`src/rtl/rx_pkg.sv`:
```
// Shared definitions for the redundant-receiver failover path.
// Source encoding and default timing are also used by the servo decoder.
package rx_pkg;

    typedef enum logic [1:0] {
        SRC_A  = 2'd0,
        SRC_B  = 2'd1,
        SRC_FS = 2'd2
    } src_t;

    // Timing at the 10 kHz tick.
    localparam int   DEF_LOSS_HOLD    = 500;
    localparam int   DEF_RECOVER_HOLD = 2000;
    localparam int   DEF_LOG_CONFIRM  = 600;
    localparam logic DEF_FAILSAFE_LOG = 1'b0;
    localparam int   DEF_CNT_W        = 12;

endpackage

```
`src/rtl/rx_failover_ctrl_if.sv`:
```
// Channel inputs and arbitrated outputs of rx_failover_ctrl.
// The master side is the decoder/autopilot side; the slave side is the controller.
interface rx_failover_ctrl_if;
    logic       log_a;
    logic       prob_a;
    logic       log_b;
    logic       prob_b;
    logic       out_log;
    logic [1:0] src;
    logic       failsafe;
    logic [7:0] switch_cnt;

    modport master (
        output log_a, prob_a, log_b, prob_b,
        input  out_log, src, failsafe, switch_cnt
    );

    modport slave (
        input  log_a, prob_a, log_b, prob_b,
        output out_log, src, failsafe, switch_cnt
    );
endinterface

```
`src/rtl/rx_health_mon.sv`:
```
// Per-channel health monitor: run-length counters on rx_problem.
// These counters give the lost/ok hysteresis band.
module rx_health_mon #(
    parameter int LOSS_HOLD    = 500,
    parameter int RECOVER_HOLD = 2000,
    parameter int CNT_W        = 12
) (
    input  logic clk,
    input  logic rst,
    input  logic prob,
    output logic lost,
    output logic ok
);
    localparam logic [CNT_W-1:0] LOSS_MAX = CNT_W'(LOSS_HOLD);
    localparam logic [CNT_W-1:0] GOOD_MAX = CNT_W'(RECOVER_HOLD);

    logic [CNT_W-1:0] bad_cnt_q, bad_cnt_d;
    logic [CNT_W-1:0] good_cnt_q, good_cnt_d;

    // Saturating counters; each one clears when the opposite condition is seen.
    always_comb begin
        bad_cnt_d  = bad_cnt_q;
        good_cnt_d = good_cnt_q;
        if (prob) begin
            good_cnt_d = {CNT_W{1'b0}};
            if (bad_cnt_q != LOSS_MAX) begin
                bad_cnt_d = bad_cnt_q + CNT_W'(1);
            end else begin
                bad_cnt_d = bad_cnt_q;
            end
        end else begin
            bad_cnt_d = {CNT_W{1'b0}};
            if (good_cnt_q != GOOD_MAX) begin
                good_cnt_d = good_cnt_q + CNT_W'(1);
            end else begin
                good_cnt_d = good_cnt_q;
            end
        end
    end

    // Counter registers.
    always_ff @(posedge clk) begin
        if (rst) begin
            bad_cnt_q  <= {CNT_W{1'b0}};
            good_cnt_q <= {CNT_W{1'b0}};
        end else begin
            bad_cnt_q  <= bad_cnt_d;
            good_cnt_q <= good_cnt_d;
        end
    end

    assign lost = (bad_cnt_q == LOSS_MAX);
    assign ok   = (good_cnt_q == GOOD_MAX);
endmodule

```
`src/rtl/rx_failover_ctrl.sv`:
```
// Arbitrates primary/backup receiver channels with hysteresis, debounces the
// selected level and falls back to a fixed level when neither channel is usable.
module rx_failover_ctrl
    import rx_pkg::*;
#(
    parameter int   LOSS_HOLD    = DEF_LOSS_HOLD,
    parameter int   RECOVER_HOLD = DEF_RECOVER_HOLD,
    parameter int   LOG_CONFIRM  = DEF_LOG_CONFIRM,
    parameter logic FAILSAFE_LOG = DEF_FAILSAFE_LOG,
    parameter int   CNT_W        = DEF_CNT_W
) (
    input  logic               clk,
    input  logic               rst,
    rx_failover_ctrl_if.slave  bus
);
    localparam logic [CNT_W-1:0] CONF_LAST = CNT_W'(LOG_CONFIRM - 1);

    logic lost_a_s, ok_a_s, lost_b_s, ok_b_s;
    logic sel_log_s, new_log_s;

    src_t             state_q, state_d;
    logic             out_log_q, out_log_d;
    logic             failsafe_q, failsafe_d;
    logic [7:0]       switch_cnt_q, switch_cnt_d;
    logic [CNT_W-1:0] conf_cnt_q, conf_cnt_d;

    rx_health_mon #(.LOSS_HOLD(LOSS_HOLD), .RECOVER_HOLD(RECOVER_HOLD), .CNT_W(CNT_W)) u_mon_a (
        .clk(clk), .rst(rst), .prob(bus.prob_a), .lost(lost_a_s), .ok(ok_a_s)
    );

    rx_health_mon #(.LOSS_HOLD(LOSS_HOLD), .RECOVER_HOLD(RECOVER_HOLD), .CNT_W(CNT_W)) u_mon_b (
        .clk(clk), .rst(rst), .prob(bus.prob_b), .lost(lost_b_s), .ok(ok_b_s)
    );

    // Source selection; a channel that is neither lost nor ok keeps the current state.
    always_comb begin
        state_d = state_q;
        case (state_q)
            SRC_FS: begin
                if (ok_a_s) begin
                    state_d = SRC_A;
                end else if (ok_b_s) begin
                    state_d = SRC_B;
                end else begin
                    state_d = SRC_FS;
                end
            end
            SRC_A: begin
                if (lost_a_s) begin
                    if (ok_b_s) begin
                        state_d = SRC_B;
                    end else begin
                        state_d = SRC_FS;
                    end
                end else begin
                    state_d = SRC_A;
                end
            end
            SRC_B: begin
                if (ok_a_s) begin
                    state_d = SRC_A;
                end else if (lost_b_s) begin
                    state_d = SRC_FS;
                end else begin
                    state_d = SRC_B;
                end
            end
            default: state_d = SRC_FS;
        endcase
    end

    assign sel_log_s = (state_q == SRC_B) ? bus.log_b : bus.log_a;
    assign new_log_s = (state_d == SRC_B) ? bus.log_b : bus.log_a;

    // Output level: loaded directly on a switch, otherwise only after a confirmed change.
    always_comb begin
        out_log_d  = out_log_q;
        conf_cnt_d = conf_cnt_q;
        if (state_d == SRC_FS) begin
            out_log_d  = FAILSAFE_LOG;
            conf_cnt_d = {CNT_W{1'b0}};
        end else if (state_d != state_q) begin
            out_log_d  = new_log_s;
            conf_cnt_d = {CNT_W{1'b0}};
        end else if (sel_log_s == out_log_q) begin
            conf_cnt_d = {CNT_W{1'b0}};
        end else if (conf_cnt_q >= CONF_LAST) begin
            out_log_d  = sel_log_s;
            conf_cnt_d = {CNT_W{1'b0}};
        end else begin
            conf_cnt_d = conf_cnt_q + CNT_W'(1);
        end
    end

    // Switch counter saturates rather than wrapping.
    always_comb begin
        failsafe_d = (state_d == SRC_FS);
        if ((state_d != state_q) && (switch_cnt_q != 8'hFF)) begin
            switch_cnt_d = switch_cnt_q + 8'd1;
        end else begin
            switch_cnt_d = switch_cnt_q;
        end
    end

    // State and output registers.
    always_ff @(posedge clk) begin
        if (rst) begin
            state_q      <= SRC_FS;
            out_log_q    <= FAILSAFE_LOG;
            failsafe_q   <= 1'b1;
            switch_cnt_q <= 8'd0;
            conf_cnt_q   <= {CNT_W{1'b0}};
        end else begin
            state_q      <= state_d;
            out_log_q    <= out_log_d;
            failsafe_q   <= failsafe_d;
            switch_cnt_q <= switch_cnt_d;
            conf_cnt_q   <= conf_cnt_d;
        end
    end

    assign bus.src        = state_q;
    assign bus.out_log    = out_log_q;
    assign bus.failsafe   = failsafe_q;
    assign bus.switch_cnt = switch_cnt_q;
endmodule

```
`src/flat_wrapper.sv`:
```
// flat-port wrapper written by rule: the top's interface ports become plain ports
module rx_failover_ctrl_flat import rx_pkg::*;
#(
    parameter int   LOSS_HOLD    = DEF_LOSS_HOLD,
    parameter int   RECOVER_HOLD = DEF_RECOVER_HOLD,
    parameter int   LOG_CONFIRM  = DEF_LOG_CONFIRM,
    parameter logic FAILSAFE_LOG = DEF_FAILSAFE_LOG,
    parameter int   CNT_W        = DEF_CNT_W
)
  (clk, rst, bus_log_a, bus_prob_a, bus_log_b, bus_prob_b, bus_out_log, bus_src, bus_failsafe, bus_switch_cnt);
  rx_failover_ctrl_if bus_i ();
  input  logic clk;
  input  logic rst;
  input wire logic [$bits(bus_i.log_a)-1:0] bus_log_a;
  input wire logic [$bits(bus_i.prob_a)-1:0] bus_prob_a;
  input wire logic [$bits(bus_i.log_b)-1:0] bus_log_b;
  input wire logic [$bits(bus_i.prob_b)-1:0] bus_prob_b;
  output wire logic [$bits(bus_i.out_log)-1:0] bus_out_log;
  output wire logic [$bits(bus_i.src)-1:0] bus_src;
  output wire logic [$bits(bus_i.failsafe)-1:0] bus_failsafe;
  output wire logic [$bits(bus_i.switch_cnt)-1:0] bus_switch_cnt;
  assign bus_i.log_a = bus_log_a;
  assign bus_i.prob_a = bus_prob_a;
  assign bus_i.log_b = bus_log_b;
  assign bus_i.prob_b = bus_prob_b;
  assign bus_out_log = bus_i.out_log;
  assign bus_src = bus_i.src;
  assign bus_failsafe = bus_i.failsafe;
  assign bus_switch_cnt = bus_i.switch_cnt;
  rx_failover_ctrl #(.LOSS_HOLD(LOSS_HOLD), .RECOVER_HOLD(RECOVER_HOLD), .LOG_CONFIRM(LOG_CONFIRM), .FAILSAFE_LOG(FAILSAFE_LOG), .CNT_W(CNT_W)) u_core (.clk(clk), .rst(rst), .bus(bus_i));
endmodule
```
`config.mk`:
```
export PLATFORM = sky130hd
export DESIGN_NAME = rx_failover_ctrl_flat
export DESIGN_NICKNAME = d
export VERILOG_FILES = /design/src/rtl/rx_pkg.sv /design/src/rtl/rx_failover_ctrl_if.sv /design/src/rtl/rx_health_mon.sv /design/src/rtl/rx_failover_ctrl.sv /design/src/flat_wrapper.sv
export SDC_FILE = /design/constraint.sdc
export NUM_CORES = 1
export LEC_CHECK = 0
export ABC_AREA = 1
export BUFFER_PORTS_ARGS = -buffer_cell sky130_fd_sc_hd__clkbuf_2
export CORE_MARGIN = 8
export CORE_UTILIZATION = 30
export CTS_CLUSTER_DIAMETER = 120
export CTS_CLUSTER_SIZE = 16
export DETAILED_ROUTE_END_ITERATION = 8
export GPL_TIMING_DRIVEN = 0
export HOLD_SLACK_MARGIN = 0.02
export PLACE_DENSITY = 0.44
export SYNTH_ARGS = -nofsm -noshare
export SYNTH_HDL_FRONTEND = slang
export SYNTH_HIERARCHICAL = 1
export SYNTH_SLANG_ARGS = --single-unit
```
`constraint.sdc`:
```
create_clock -name clk -period 2.5 [get_ports clk]
set_input_delay 0.5 -clock clk [delete_from_list [all_inputs] [get_ports clk]]
set_output_delay 0.5 -clock clk [all_outputs]
set_load 0.05 [all_outputs]
```
==> flow_summary.toml, run 1 <==
[synthesis]
synth_flop_cell = "dfxtp_1"
synth_seq_area_share_pct = 37.3
synth.most_common_cell = "nand2_1"
async_flop_share_pct = 0
syn_inst = 537
synth_top_area_share_pct = 37.3
synth_area_leaders = "dfxtp_1 37%, nand2_1 12%, inv_1 6.9%"
synth.yosys.warnings = 6
syn_area_um2 = 3870
syn_area_per_cell_um2 = 7.20
ys_ff_latch = 72
synth_enable_flop_cells = 0
synthTopCellsByCount = "121 x nand2_1, 72 x dfxtp_1, 71 x inv_1, 58 x nor2_1, 44 x a21oi_1"
netlist-cell-type-count = 34
synth_top_area_cell = "dfxtp_1"

[grt]
grt_use_total_pct = 10.4
grt_max_degree = 12
grt_pass1_vias = 3088
grt_pass1_wl_um = 14000
grt.overflow.total = 0
antenna_found_initial = 0

[worst_setup_path]
crit_chain = "inv_1 > ha_1 > nand3_1 > nor3_1 > inv_1 > nand3_1 > nand2_1 > nand2_2 > nand3_1 > nand2_2 > nand2_4 > nand2_4 > inv_1 > nor2_1 > nor2_1"
rrSetupSlack_ns = 0.37
worstRegToRegCells = 15
crit_cells = 15
path_buf_inv = 3
cp_data_required_time_ns = 2.73
worstPathArrival_ns = 2.36
cpLargestDelayFamily = "simple AND/OR/NAND/NOR gates"
slowest_stage = "dfxtp_1"
reg2reg_to = "u_core/bus.switch_cnt[1]$_SDFFE_PP0P_"
crit_path_end_kind = "flop"
crit_start = "u_core/u_mon_b/bad_cnt_q[0]$_SDFFE_PP0P_"
cp-endpoint = "u_core/bus.switch_cnt[1]$_SDFFE_PP0P_"
critPathLaunchType = "flop"
r2r-start = "u_core/u_mon_b/bad_cnt_q[0]$_SDFFE_PP0P_"
worst_path_largest_cell_delay_ns = 0.34
criticalPathCategory = "reg -> reg"
crit_path_max_fanout = 8

[sta]
setup_viol = 0
hold_viol = 0
fin_tns_setup_ns = 0
fmax_mhz = 469
rsz0062_at_grt = "no"
min_period_ns = 2.13
layout_setup_ws_ns = 0.367
slew_violations = 0
worst_slew_margin_rel_pct = 65.4
hold_slack_ns = 0.459
timing.final.crit_share_pct = 85.3
tightestPinTransition_ns = 0.517
fin_skew_ns = 0.00402

[finish]
area_growth_pct = 15.3
seq_area_um2 = 1440
drive_gt1_share_pct = 13.3
fin_nets = 582
multi_input_area_um2 = 2110
design_area_um2 = 4460
n_antenna_cell = 0
num-fill-cells = 1407

[floorplanning]
die_w_um = 130
core_area_um2 = 12600
rows = 41
io_pins = 18
die-area_um2 = 16800
start_util_pct = 30.6
die_h_um = 130

[routing]
highest_layer = "met4"
wl_met2_um = 3550
vias = 3316
vias_per_cell = 4.46
dr.pass1.iters = 4
met3WireLength_um = 287
drtIter0Drc = 217
routed_wl_um = 7950
drc_errors = 0
wl_met1_um = 4000
ant_nets = 0
wl_per_cell_um = 10.7

[power_and_ir_drop]
power.density_nw_per_um2 = 557
total_power_mw = 2.48
p_leak_nw = 1.63
ir_drop_uv = 372

[placement]
placed_area_um2 = 4170
gp_congestion = 0.783
dp_slack_ns = 0.268
dpl.hpwl_um = 5940
portBuffers = 17

[clocking]
cts.sinks = 72
tritoncts = "built"
clockRootBuffer = "clkbuf_16"
clock_latency_ns = 0.34
cts_buffer_depth = 2
clkSlewWorstSetupHoldPaths_ns = 0.05
holdBufCountCts = 0
cts_inserted_buffers = 9
htree_levels = 3

[flow_run]
timing.max_cap.violations = 0

[hold_path]
hold_class = "reg -> reg"

[outcome]
outcome = "finished clean"
==> cells by family (layout without fill, tap and decap cells) <==
group / after synthesis / after routing / share of synthesized area [%]
simple gates: 287 / 287 / 36.7
fa+ha+maj: 10 / 10 / 3.24
other cells: 1 / 2 / 0.0970
compound gates: 70 / 70 / 9.94
xor+xnor: 19 / 19 / 4.30
buf+inv: 78 / 111 / 8.45
flops: 72 / 72 / 37.3
==> worst reg2reg max path, cell delays in order, from the launching register on <==
cell	delay, ns
dfxtp_1	0.34
inv_1	0.10
ha_1	0.20
nand3_1	0.10
nor3_1	0.32
inv_1	0.10
nand3_1	0.09
nand2_1	0.06
nand2_2	0.07
nand3_1	0.08
nand2_2	0.11
nand2_4	0.11
nand2_4	0.12
inv_1	0.08
nor2_1	0.10
nor2_1	0.05
==> through the flow <==
stage / instances / utilization, %
6_report: 743 / 35.3
5_1_grt: 743 / 35.3
4_1_cts: 743 / 35.3
3_5_place_dp: 727 / 33.0
3_3_place_gp: 727 / 33.0
2_1_floorplan: 538 / -
==> what timing repair did <==
| item | CTS | global route |
|---|---|---|
| setup buffers | 0 | 0 |
| gates resized for setup | 0 | 1 |
| setup endpoints to repair | 0 | 4 |
==> final cells by class <==
cell class                      instances  share of cell area (%)
Clock inverter                          4                    1.01
Clock buffer                           12                    5.30
Timing Repair Buffer                   17                    1.91
Buffer                                  5                    1.18
Tap cell                              172                    4.83
Inverter                               73                    6.15
Multi-Input combinational cell        388                    47.3
Sequential cell                        72                    32.3
==> cells in the final DEF, fill, tap and decap left out, types with 2 or more instances in the layout <==
master,Yosys,routed
nand4_1,13,13
nor2_4,5,5
clkbuf_16,0,9
o21ai_0,18,18
nor3_1,8,8
nand2_4,4,4
and3_1,2,2
nand2_1,121,121
ha_1,10,10
inv_2,2,2
buf_6,2,2
clkbuf_1,0,3
nor2_1,58,58
xor2_1,12,12
nand3_4,2,2
o21a_1,4,4
buf_4,2,2
a21oi_1,44,44
nor4_2,6,6
nand3b_1,4,4
dfxtp_1,72,72
xnor2_1,7,7
clkinv_2,0,3
nand3_1,41,41
conb_1,1,2
and2_1,4,4
nor2_2,8,8
clkbuf_2,0,17
nand3_2,5,5
nand2_2,4,4
inv_1,71,71
==> worst min-delay path by stage <==
| stage | startpoint | end | slack, ns | depth (start not counted) |
|---|---|---|---|---|
| after global routing | u_core/u_mon_b/good_cnt_q[11]$_SDFFE_PP0P_ | u_core/u_mon_b/good_cnt_q[11]$_SDFFE_PP0P_ | 0.48 | 2 |
| after CTS | u_core/u_mon_b/good_cnt_q[11]$_SDFFE_PP0P_ | u_core/u_mon_b/good_cnt_q[11]$_SDFFE_PP0P_ | 0.47 | 2 |
| after floorplan | u_core/u_mon_a/good_cnt_q[11]$_SDFFE_PP0P_ | u_core/u_mon_a/good_cnt_q[11]$_SDFFE_PP0P_ | 0.44 | 2 |
| after detailed placement | u_core/u_mon_b/good_cnt_q[11]$_SDFFE_PP0P_ | u_core/u_mon_b/good_cnt_q[11]$_SDFFE_PP0P_ | 0.46 | 2 |
| after global placement | u_core/u_mon_a/good_cnt_q[11]$_SDFFE_PP0P_ | u_core/u_mon_a/good_cnt_q[11]$_SDFFE_PP0P_ | 0.45 | 2 |
| final | u_core/u_mon_b/good_cnt_q[11]$_SDFFE_PP0P_ | u_core/u_mon_b/good_cnt_q[11]$_SDFFE_PP0P_ | 0.46 | 2 |
==> routing by layer <==
layer | track usage [%] | vias to the layer above
li1 | - | 1795
met5 | 0 | -
met1 | 12.7 | 1474
met2 | 16.3 | 35
met4 | 4.23 | 0
met3 | 3.74 | 12
==> power by group <==
group / switching (mW) / internal [mW] / leakage, nW
registers: 0.00691 / 1.16 / 0.582
clock network: 0.479 / 0.768 / 0.140
logic: 0.0497 / 0.0253 / 0.909
total: 0.535 / 1.95 / 1.63
==> flip-flops by register name, summed over array words and instances, names as in the netlist <==
name                       flops
u_core/u_mon_a/good_cnt_q     12
u_core/u_mon_b/bad_cnt_q      12
u_core/bus.failsafe            1
u_core/u_mon_b/good_cnt_q     12
u_core/u_mon_a/bad_cnt_q      12
u_core/bus.src                 2
u_core/bus.out_log             1
u_core/bus.switch_cnt          8
u_core/conf_cnt_q             12
No activity file was read; power rests on OpenSTA's default activity.
==> run 2, diff against run 1 <==
SETUP_SLACK_MARGIN = 0.4   (was unset)
==> run 2 against run 1 <==
  * Fmax up 8.9%
  * Highest routed layer unchanged
  * Via count up 1.3%
  * Register-to-register slack better by 0.17 ns
  * Die area unchanged
  * Routed wire length up 2.1%
  * Clock skew up 0.0010 ns
  * Critical path type unchanged
==> flow_summary.toml, run 2 (synthesized netlist as in run 1, its figures left out) <==
[flow_run]
timing.max_cap.violations = 0

[clocking]
holdBufCountCts = 0
clkSlewWorstSetupHoldPaths_ns = 0.06
htree_levels = 3
cts_inserted_buffers = 9
cts_buffer_depth = 2
clockRootBuffer = "clkbuf_16"
clock_latency_ns = 0.34
tritoncts = "built"
cts.sinks = 72

[routing]
dr.pass1.iters = 4
routed_wl_um = 8120
vias_per_cell = 4.44
drtIter0Drc = 224
vias = 3359
ant_nets = 0
drc_errors = 0
wl_per_cell_um = 10.7

[worst_setup_path]
critPathLaunchType = "flop"
crit_chain = "inv_1 > ha_2 > nand3_1 > nor3_4 > inv_1 > nand3_1 > nand2_1 > nand2_2 > nand3_1 > nand2_2 > nand2_4 > nand2_4 > inv_1 > nor2_1 > nor2_1"
cpLargestDelayFamily = "simple AND/OR/NAND/NOR gates"
worst_path_largest_cell_delay_ns = 0.34
crit_path_max_fanout = 8
crit_path_end_kind = "flop"
slowest_stage = "dfxtp_1"
cp_data_required_time_ns = 2.73
worstPathArrival_ns = 2.19
criticalPathCategory = "reg -> reg"
path_buf_inv = 3

[placement]
portBuffers = 17
dp.cells = 727
dpl.hpwl_um = 5940
dp_slack_ns = 0.268
gp_congestion = 0.783

[grt]
grt_pass1_vias = 3097
grt_max_degree = 12
antenna_found_initial = 0
grt.overflow.total = 0
grt_pass1_wl_um = 14100
grt_use_total_pct = 10.5

[finish]
fin_nets = 595
n_antenna_cell = 0
area_growth_pct = 18.9
layout_common_cells = "120 x nand2_1, 67 x dfxtp_1, 66 x inv_1"
drive_gt1_share_pct = 18.0
fin_cells = 756
layout_commonest_cell = "nand2_1"

[floorplanning]
die_h_um = 130
start_util_pct = 30.6
rows = 41
io_pins = 18
core_area_um2 = 12600
die-area_um2 = 16800
die_w_um = 130

[sta]
setup_viol = 0
min_period_ns = 1.96
worst_slew_margin_rel_pct = 64.6
timing.final.crit_share_pct = 78.3
slew_violations = 0
layout_setup_ws_ns = 0.542
tightestPinTransition_ns = 0.529
fin_skew_ns = 0.00504
rsz0062_at_grt = "no"
fin_tns_setup_ns = 0
hold_viol = 0
fmax_mhz = 511

[outcome]
outcome = "finished clean"

[power_and_ir_drop]
total_power_mw = 2.49
p_leak_nw = 1.70
power.density_nw_per_um2 = 542
ir_drop_uv = 372

[hold_path]
hold_class = "reg -> reg"
-- run 2: cell count changes in the layout (fill, tap and decap cells not counted), sizes merged --
cell | previous run | this run
buf | 5 | 18
-- run 2: layer usage --
metal / routed length [µm] / vias to the layer above / track usage [%]
li1: - / 1826 / -
met1: 4030 / 1486 / 12.8
met2: 3700 / 36 / 16.4
met3: 276 / 11 / 3.74
met4: 119 / 0 / 4.23
met5: 0 / - / 0
-- run 2: final timing paths --
check / from / end / slack, ns / cells past startpoint
worst max-delay path: u_core/u_mon_b/bad_cnt_q[1]$_SDFFE_PP0P_ / u_core/bus.switch_cnt[1]$_SDFFE_PP0P_ / 0.54 / 15
worst min-delay path: u_core/u_mon_b/bad_cnt_q[5]$_SDFFE_PP0P_ / u_core/u_mon_b/bad_cnt_q[5]$_SDFFE_PP0P_ / 0.44 / 1
worst max register to register: u_core/u_mon_b/bad_cnt_q[1]$_SDFFE_PP0P_ / u_core/bus.switch_cnt[1]$_SDFFE_PP0P_ / 0.54 / 15
worst min register to register: u_core/u_mon_b/bad_cnt_q[5]$_SDFFE_PP0P_ / u_core/u_mon_b/bad_cnt_q[5]$_SDFFE_PP0P_ / 0.44 / 1
-- run 2: area by class of cell --
cell class | instances | area (µm²)
plain buffers | 5 | 52.6
fillers | 1396 | 8020
repair buffers | 30 | 183
multi-input cells | 388 | 2140
well taps | 172 | 215
flip-flops and latches | 72 | 1450
clock buffers | 12 | 236
clock inverters | 4 | 45.0
inverters | 73 | 274
-- run 2: worst register-to-register path: stages (launching register included) --
cell and delay (ns):
dfxtp_1 0.34, inv_1 0.09, ha_2 0.20, nand3_1 0.13
nor3_4 0.16, inv_1 0.07, nand3_1 0.08, nand2_1 0.06
nand2_2 0.07, nand3_1 0.08, nand2_2 0.11, nand2_4 0.11
nand2_4 0.13, inv_1 0.08, nor2_1 0.10, nor2_1 0.05
-- run 2: per-stage QoR --
stage,hold WS [ns],util (%),area (µm²)
2_1_floorplan,0.439,-,3870
3_3_place_gp,0.450,33.0,4170
3_5_place_dp,0.461,33.0,4170
4_1_cts,0.469,35.4,4470
5_1_grt,0.466,36.4,4600
6_report,0.436,36.4,4600
-- run 2: repair_timing --
| action | in CTS | in global routing |
|---|---|---|
| gates resized for setup | 4 | 15 |
| setup buffers | 1 | 12 |
| pin swaps | 2 | 10 |
| setup endpoints to repair | 13 | 19 |
-- run 2: report_power, final --
part	switching [mW]	leakage [nW]	total (mW)	internal, mW
clock network	0.480	0.140	1.25	0.768
registers	0.00735	0.584	1.16	1.16
logic	0.0520	0.980	0.0790	0.0270
total	0.539	1.70	2.49	1.95
